--- config.mk ---
export PLATFORM = sky130hd
export DESIGN_NAME = sd_xfer_sequencer
export DESIGN_NICKNAME = d
export VERILOG_FILES = /design/src/rtl/sd_xfer_sequencer.sv
export SDC_FILE = /design/constraint.sdc
export NUM_CORES = 1
export LEC_CHECK = 0
export CAP_MARGIN = 20
export CORE_MARGIN = 3
export CORE_UTILIZATION = 35
export CTS_CLUSTER_DIAMETER = 60
export DETAILED_ROUTE_END_ITERATION = 8
export GPL_TIMING_DRIVEN = 0
export PLACE_DENSITY = 0.67
export SLEW_MARGIN = 5
export SYNTH_ARGS = -nofsm -noshare
export SYNTH_HDL_FRONTEND = slang
export SYNTH_SLANG_ARGS = --single-unit
--- constraint.sdc ---
create_clock -name CLK -period 2.9 [get_ports CLK]
set_input_delay 0.58 -clock CLK [delete_from_list [all_inputs] [get_ports CLK]]
set_output_delay 0.58 -clock CLK [all_outputs]
set_load 0.02 [all_outputs]
--- src/rtl/sd_xfer_sequencer.sv ---
// Sequences one single/multi-block SD data transfer between the ADMA engine and the DAT block.
// Optional auto CMD12 support is enabled with the SD_XFER_AUTO_CMD12_EN macro.
module sd_xfer_sequencer #(
  parameter int unsigned BC_W = 16,
  parameter int unsigned BS_W = 12
) (
  input  logic            CLK,
  input  logic            RESET,
  input  logic            start_cmd,
  input  logic [15:0]     transfer_mode,
  input  logic [BC_W-1:0] block_count,
  input  logic [BS_W-1:0] block_size,
  input  logic            stop_at_gap,
  input  logic            continue_req,
  input  logic            dma_block_done,
  input  logic            dat_block_done,
  input  logic            dat_crc_error,
  input  logic            auto_cmd12_done,
  output logic            dma_start,
  output logic            dat_start,
  output logic            dat_direction,
  output logic [BS_W-1:0] dat_block_size,
  output logic [BC_W-1:0] blocks_remaining,
  output logic            busy,
  output logic            transfer_complete,
  output logic            block_gap_event,
  output logic            data_error,
  output logic            auto_cmd12_req
);

  typedef enum logic [2:0] {
    StIdle, StLoad, StRun, StWaitBlk, StGap, StCmd12, StDone, StErr
  } state_e;

  state_e          state_q, state_d;
  logic            dir_q, dir_d;
  logic [BS_W-1:0] bsize_q, bsize_d;
  logic [BC_W-1:0] count_q, count_d;
  logic            infinite_q, infinite_d;
  logic            zero_cnt_q, zero_cnt_d;
  logic            dma_flag_q, dma_flag_d;
  logic            dat_flag_q, dat_flag_d;
  logic            gap_evt_q, gap_evt_d;
`ifdef SD_XFER_AUTO_CMD12_EN
  logic            acmd_q, acmd_d;
  logic            cmd12_req_q, cmd12_req_d;
`endif

  logic multi, bce, blk_done, last_blk;
  logic unused_inputs;

  assign multi    = transfer_mode[5];
  assign bce      = transfer_mode[1];
  assign blk_done = (dma_flag_q | dma_block_done) & (dat_flag_q | dat_block_done);
  assign last_blk = !infinite_q && (count_q <= BC_W'(1));

`ifdef SD_XFER_AUTO_CMD12_EN
  assign unused_inputs = ^{transfer_mode[15:6], transfer_mode[3], transfer_mode[0]};
`else
  assign unused_inputs = ^{transfer_mode[15:6], transfer_mode[3], transfer_mode[2],
                           transfer_mode[0], auto_cmd12_done};
`endif

  always_ff @(posedge CLK) begin
    if (RESET) begin
      state_q     <= StIdle;
      dir_q       <= 1'b0;
      bsize_q     <= '0;
      count_q     <= '0;
      infinite_q  <= 1'b0;
      zero_cnt_q  <= 1'b0;
      dma_flag_q  <= 1'b0;
      dat_flag_q  <= 1'b0;
      gap_evt_q   <= 1'b0;
`ifdef SD_XFER_AUTO_CMD12_EN
      acmd_q      <= 1'b0;
      cmd12_req_q <= 1'b0;
`endif
    end else begin
      state_q     <= state_d;
      dir_q       <= dir_d;
      bsize_q     <= bsize_d;
      count_q     <= count_d;
      infinite_q  <= infinite_d;
      zero_cnt_q  <= zero_cnt_d;
      dma_flag_q  <= dma_flag_d;
      dat_flag_q  <= dat_flag_d;
      gap_evt_q   <= gap_evt_d;
`ifdef SD_XFER_AUTO_CMD12_EN
      acmd_q      <= acmd_d;
      cmd12_req_q <= cmd12_req_d;
`endif
    end
  end

  always_comb begin
    state_d           = state_q;
    dir_d             = dir_q;
    bsize_d           = bsize_q;
    count_d           = count_q;
    infinite_d        = infinite_q;
    zero_cnt_d        = zero_cnt_q;
    dma_flag_d        = dma_flag_q;
    dat_flag_d        = dat_flag_q;
    gap_evt_d         = 1'b0;
`ifdef SD_XFER_AUTO_CMD12_EN
    acmd_d            = acmd_q;
    cmd12_req_d       = 1'b0;
`endif
    dma_start         = 1'b0;
    dat_start         = 1'b0;
    transfer_complete = 1'b0;
    data_error        = 1'b0;

    unique case (state_q)
      StIdle: begin
        if (start_cmd) begin
          state_d    = StLoad;
          dir_d      = transfer_mode[4];
          bsize_d    = block_size;
          count_d    = !multi ? BC_W'(1) : (bce ? block_count : '0);
          infinite_d = multi & !bce;
          zero_cnt_d = multi & bce & (block_count == '0);
`ifdef SD_XFER_AUTO_CMD12_EN
          acmd_d     = transfer_mode[2] & multi & bce;
`endif
        end
      end
      StLoad: begin
        if (bsize_q == '0)   state_d = StErr;
        else if (zero_cnt_q) state_d = StDone;
        else                 state_d = StRun;
      end
      StRun: begin
        dma_start  = 1'b1;
        dat_start  = 1'b1;
        dma_flag_d = 1'b0;
        dat_flag_d = 1'b0;
        state_d    = dat_crc_error ? StErr : StWaitBlk;
      end
      StWaitBlk: begin
        if (dat_crc_error) begin
          state_d = StErr;
        end else begin
          dma_flag_d = dma_flag_q | dma_block_done;
          dat_flag_d = dat_flag_q | dat_block_done;
          if (blk_done) begin
            if (!infinite_q && count_q != '0) count_d = count_q - BC_W'(1);
            // The last block always completes; a pending gap request is dropped.
            if (last_blk) begin
`ifdef SD_XFER_AUTO_CMD12_EN
              state_d     = acmd_q ? StCmd12 : StDone;
              cmd12_req_d = acmd_q;
`else
              state_d = StDone;
`endif
            end else if (stop_at_gap) begin
              state_d   = StGap;
              gap_evt_d = 1'b1;
            end else begin
              state_d = StRun;
            end
          end
        end
      end
      StGap: begin
        if (dat_crc_error)     state_d = StErr;
        else if (continue_req) state_d = StRun;
      end
`ifdef SD_XFER_AUTO_CMD12_EN
      StCmd12: begin
        if (auto_cmd12_done) state_d = StDone;
      end
`endif
      StDone: begin
        transfer_complete = 1'b1;
        state_d           = StIdle;
      end
      StErr: begin
        data_error = 1'b1;
        state_d    = StIdle;
      end
      default: state_d = StIdle;
    endcase

    block_gap_event  = gap_evt_q;
`ifdef SD_XFER_AUTO_CMD12_EN
    auto_cmd12_req   = cmd12_req_q;
`else
    auto_cmd12_req   = 1'b0;
`endif
    busy             = (state_q != StIdle);
    dat_direction    = dir_q;
    dat_block_size   = bsize_q;
    blocks_remaining = count_q;

    // Outputs are forced low for as long as reset is held.
    if (RESET) begin
      dma_start         = 1'b0;
      dat_start         = 1'b0;
      transfer_complete = 1'b0;
      data_error        = 1'b0;
      block_gap_event   = 1'b0;
      auto_cmd12_req    = 1'b0;
      busy              = 1'b0;
      dat_direction     = 1'b0;
      dat_block_size    = '0;
      blocks_remaining  = '0;
    end
  end

endmodule

==> out/metrics.cfg, run 1 <==
[status]
status = finished clean

[logic_synthesis]
syn-cell-area_um2 = 2270
netlist_instances = 300
yosysMostFrequentCell = dfxtp_1
yosysSeqAreaShare_pct = 32.6
ys_top_cells_by_count = dfxtp_1 (37), nand2_1 (35), nor2b_1 (32)
synth_top_area_share_pct = 32.6
synthArstFlopShare_pct = 0
ys_types = 48
synth_top_area_cell = dfxtp_1
ys.warnings.count = 0
ys.flop_type = dfxtp_1
avgSynthCellArea_um2 = 7.57
synth_area_leaders = dfxtp_1 (33%), nor2b_1 (8.8%), a21oi_1 (6.8%), nand2_1 (5.8%), nor3_1 (4.0%)
synth-edff-count = 0
synth_nets = 356
synth-seq-cells = 37

[die]
die-area_um2 = 7490
die_height_um = 86.5
ioPinCount = 89
rows = 28
start_util_pct = 37.2
core_um2 = 6100
die_w_um = 86.5

[final_layout]
nets = 435
instances_no_fill = 455
top_regs = count_q: 16 flops, bsize_q: 12 flops, state_q: 3 flops
area_delta_synth_final_pct = 40.1
largest_register_ffs = 16
fill_cells = 640
regMostFlops = count_q
antenna_cells = 0
drive_gt1_share_pct = 7.37
stdcell_area_um2 = 3180
final_core_util_pct = 52.2

[critical_path]
arrival_ps = 2170
critPathLaunchType = input pin
cp_data_required_time_ps = 2320
r2r_setup_slack_ps = 610
r2r-end = count_q[12]
critPathKind = in -> out
endpoint_kind = output port
startpoint = RESET
rr_worst_depth = 8
timing.rr.start = count_q[0]
crit_fanout = 10

[cts]
clkSlewWorstSetupHoldPaths_ps = 70
insertion_delay_ps = 290
cts-root-buf = clkbuf_8
cts.sinks = 37
cts_tree = done
hold_buffers = 0
numCtsBuffers = 5
htree_levels = 2
cts.path.max_buffers = 2

[placed_design]
port_buffers = 72
globalplace.congestion = 0.906
dp.cells = 447
hpwlAfterDp_um = 5360
pre_cts_ws_ps = -369
dpl-instance-area_um2 = 3080

[power]
peakVddDrop_mv = 0.355
p_per_area_nw_per_um2 = 784
p_leak_nw = 1.12
power.total_mw = 2.49

[detailed_routing]
drt-total-wl_um = 7110
avgViaCountPerCell = 5.56
routedWlPerCell_um = 15.6
vias = 2530
route.detailed.drc = 0
antenna_left = 0
drt_iter0_drc = 212
first_pass_iters = 4

[timing]
maxSlewHeadroom_pct = 48.7
fin_crit_ps = 2750
holdWs_ps = 458
drv_slew = 0
setup_viol = 0
min_period_over_period_pct = 94.8
fmax_mhz = 364
setup_tns_ps = 0
hold_viol_final = 0
rsz0062_at_grt = false
finClkSkew_ps = 5.05
tightest_slew_ps = 763
setup_ws_ps = 151

[global_routing]
grt_use_total_pct = 18.8
grt_pass1_vias = 2228
grt_start_max_net_pins = 12
grt_pass1_wl_um = 11200
antenna_found_initial = 0
overflow = 0

[worst_hold_path]
min_path_cells = 2
hold_start = dir_q
hp-class = reg -> reg
min_to = dir_q

[flow_run]
maxCapViolCount = 0

metal layers:
metal | up-vias | track usage (%) | wire [µm]
met4 | 0 | 5.10 | 82
met3 | 8 | 2.66 | 390
li1 | 1238 | - | -
met5 | - | 0 | 0
met1 | 1193 | 27.3 | 3310
met2 | 91 | 29.3 | 3320
cells in the final DEF (no fill, tap or decap), types with 4 or more instances in the layout:
master and n:
nand2_1 35, o21ai_0 13, a32oi_1 5, nor3b_1 4, a21oi_1 31, nor2b_1 32, a221oi_1 4, nand3b_1 5
nor2_1 24, clkdlybuf4s50_1 71, buf_2 4, nor3_1 17, clkbuf_1 13, o31ai_1 9, nor4_1 11, clkbuf_8 5
xor2_1 4, dfxtp_1 37
cell type report:
type                            count  area, µm²  share of cell area, %
Buffer                             25        121                   3.82
Clock buffer                        6       72.6                   2.28
Clock inverter                      2       10.0                  0.315
Inverter                            3       11.3                  0.354
Multi-Input combinational cell    235       1410                   44.2
Sequential cell                    37        741                   23.3
Tap cell                           75       93.8                   2.95
Timing Repair Buffer               72        723                   22.7
kinds of logic (layout without fill, tap and decap cells):
group | count (synthesis) | after routing | synth area share, %
AND/OR/NAND/NOR | 152 | 152 | 37.0
AO/OA/AOI/OAI | 73 | 73 | 20.3
multiplexers | 2 | 2 | 0.992
XOR/XNOR | 4 | 4 | 1.54
adder cells (fa/ha/maj) | 3 | 3 | 1.65
other | 1 | 1 | 0.165
buffers and inverters | 28 | 108 | 5.62
flip-flops | 37 | 37 | 32.6
worst max-delay path: stages:
cell	delay, ps
clkbuf_2	190
buf_2	250
clkbuf_2	220
nor3_2	210
buf_4	130
clkdlybuf4s50_1	580
where the power goes:
part	leakage (nW)	switching (mW)	internal, mW
clock network	0.0450	0.194	0.167
logic	0.775	0.811	0.598
registers	0.302	0.106	0.616
total	1.12	1.11	1.38
worst max path at each step:
stage | end | cells past startpoint
finish | dma_start | 6
CTS | dma_start | 6
global placement | dma_start | 6
floorplan | dma_start | 5
detailed placement | dma_start | 6
global route | busy | 5
timing repair:
item	4_1_cts	5_1_grt
setup buffers	0	0
gates resized for setup	4	2
setup endpoints to repair	6	2
No activity file was read; power rests on OpenSTA's default activity.
==> run 2, diff against run 1 <==
SLEW_MARGIN = default   (was 5)
==> results of run 2 <==
The final DEF is identical to that of run 1; final timing and power are the same.
==> run 3, diff against run 2 <==
HOLD_SLACK_MARGIN = 0.12   (was default)
==> results of run 3 <==
The final DEF is identical to that of run 1; final timing and power are the same.
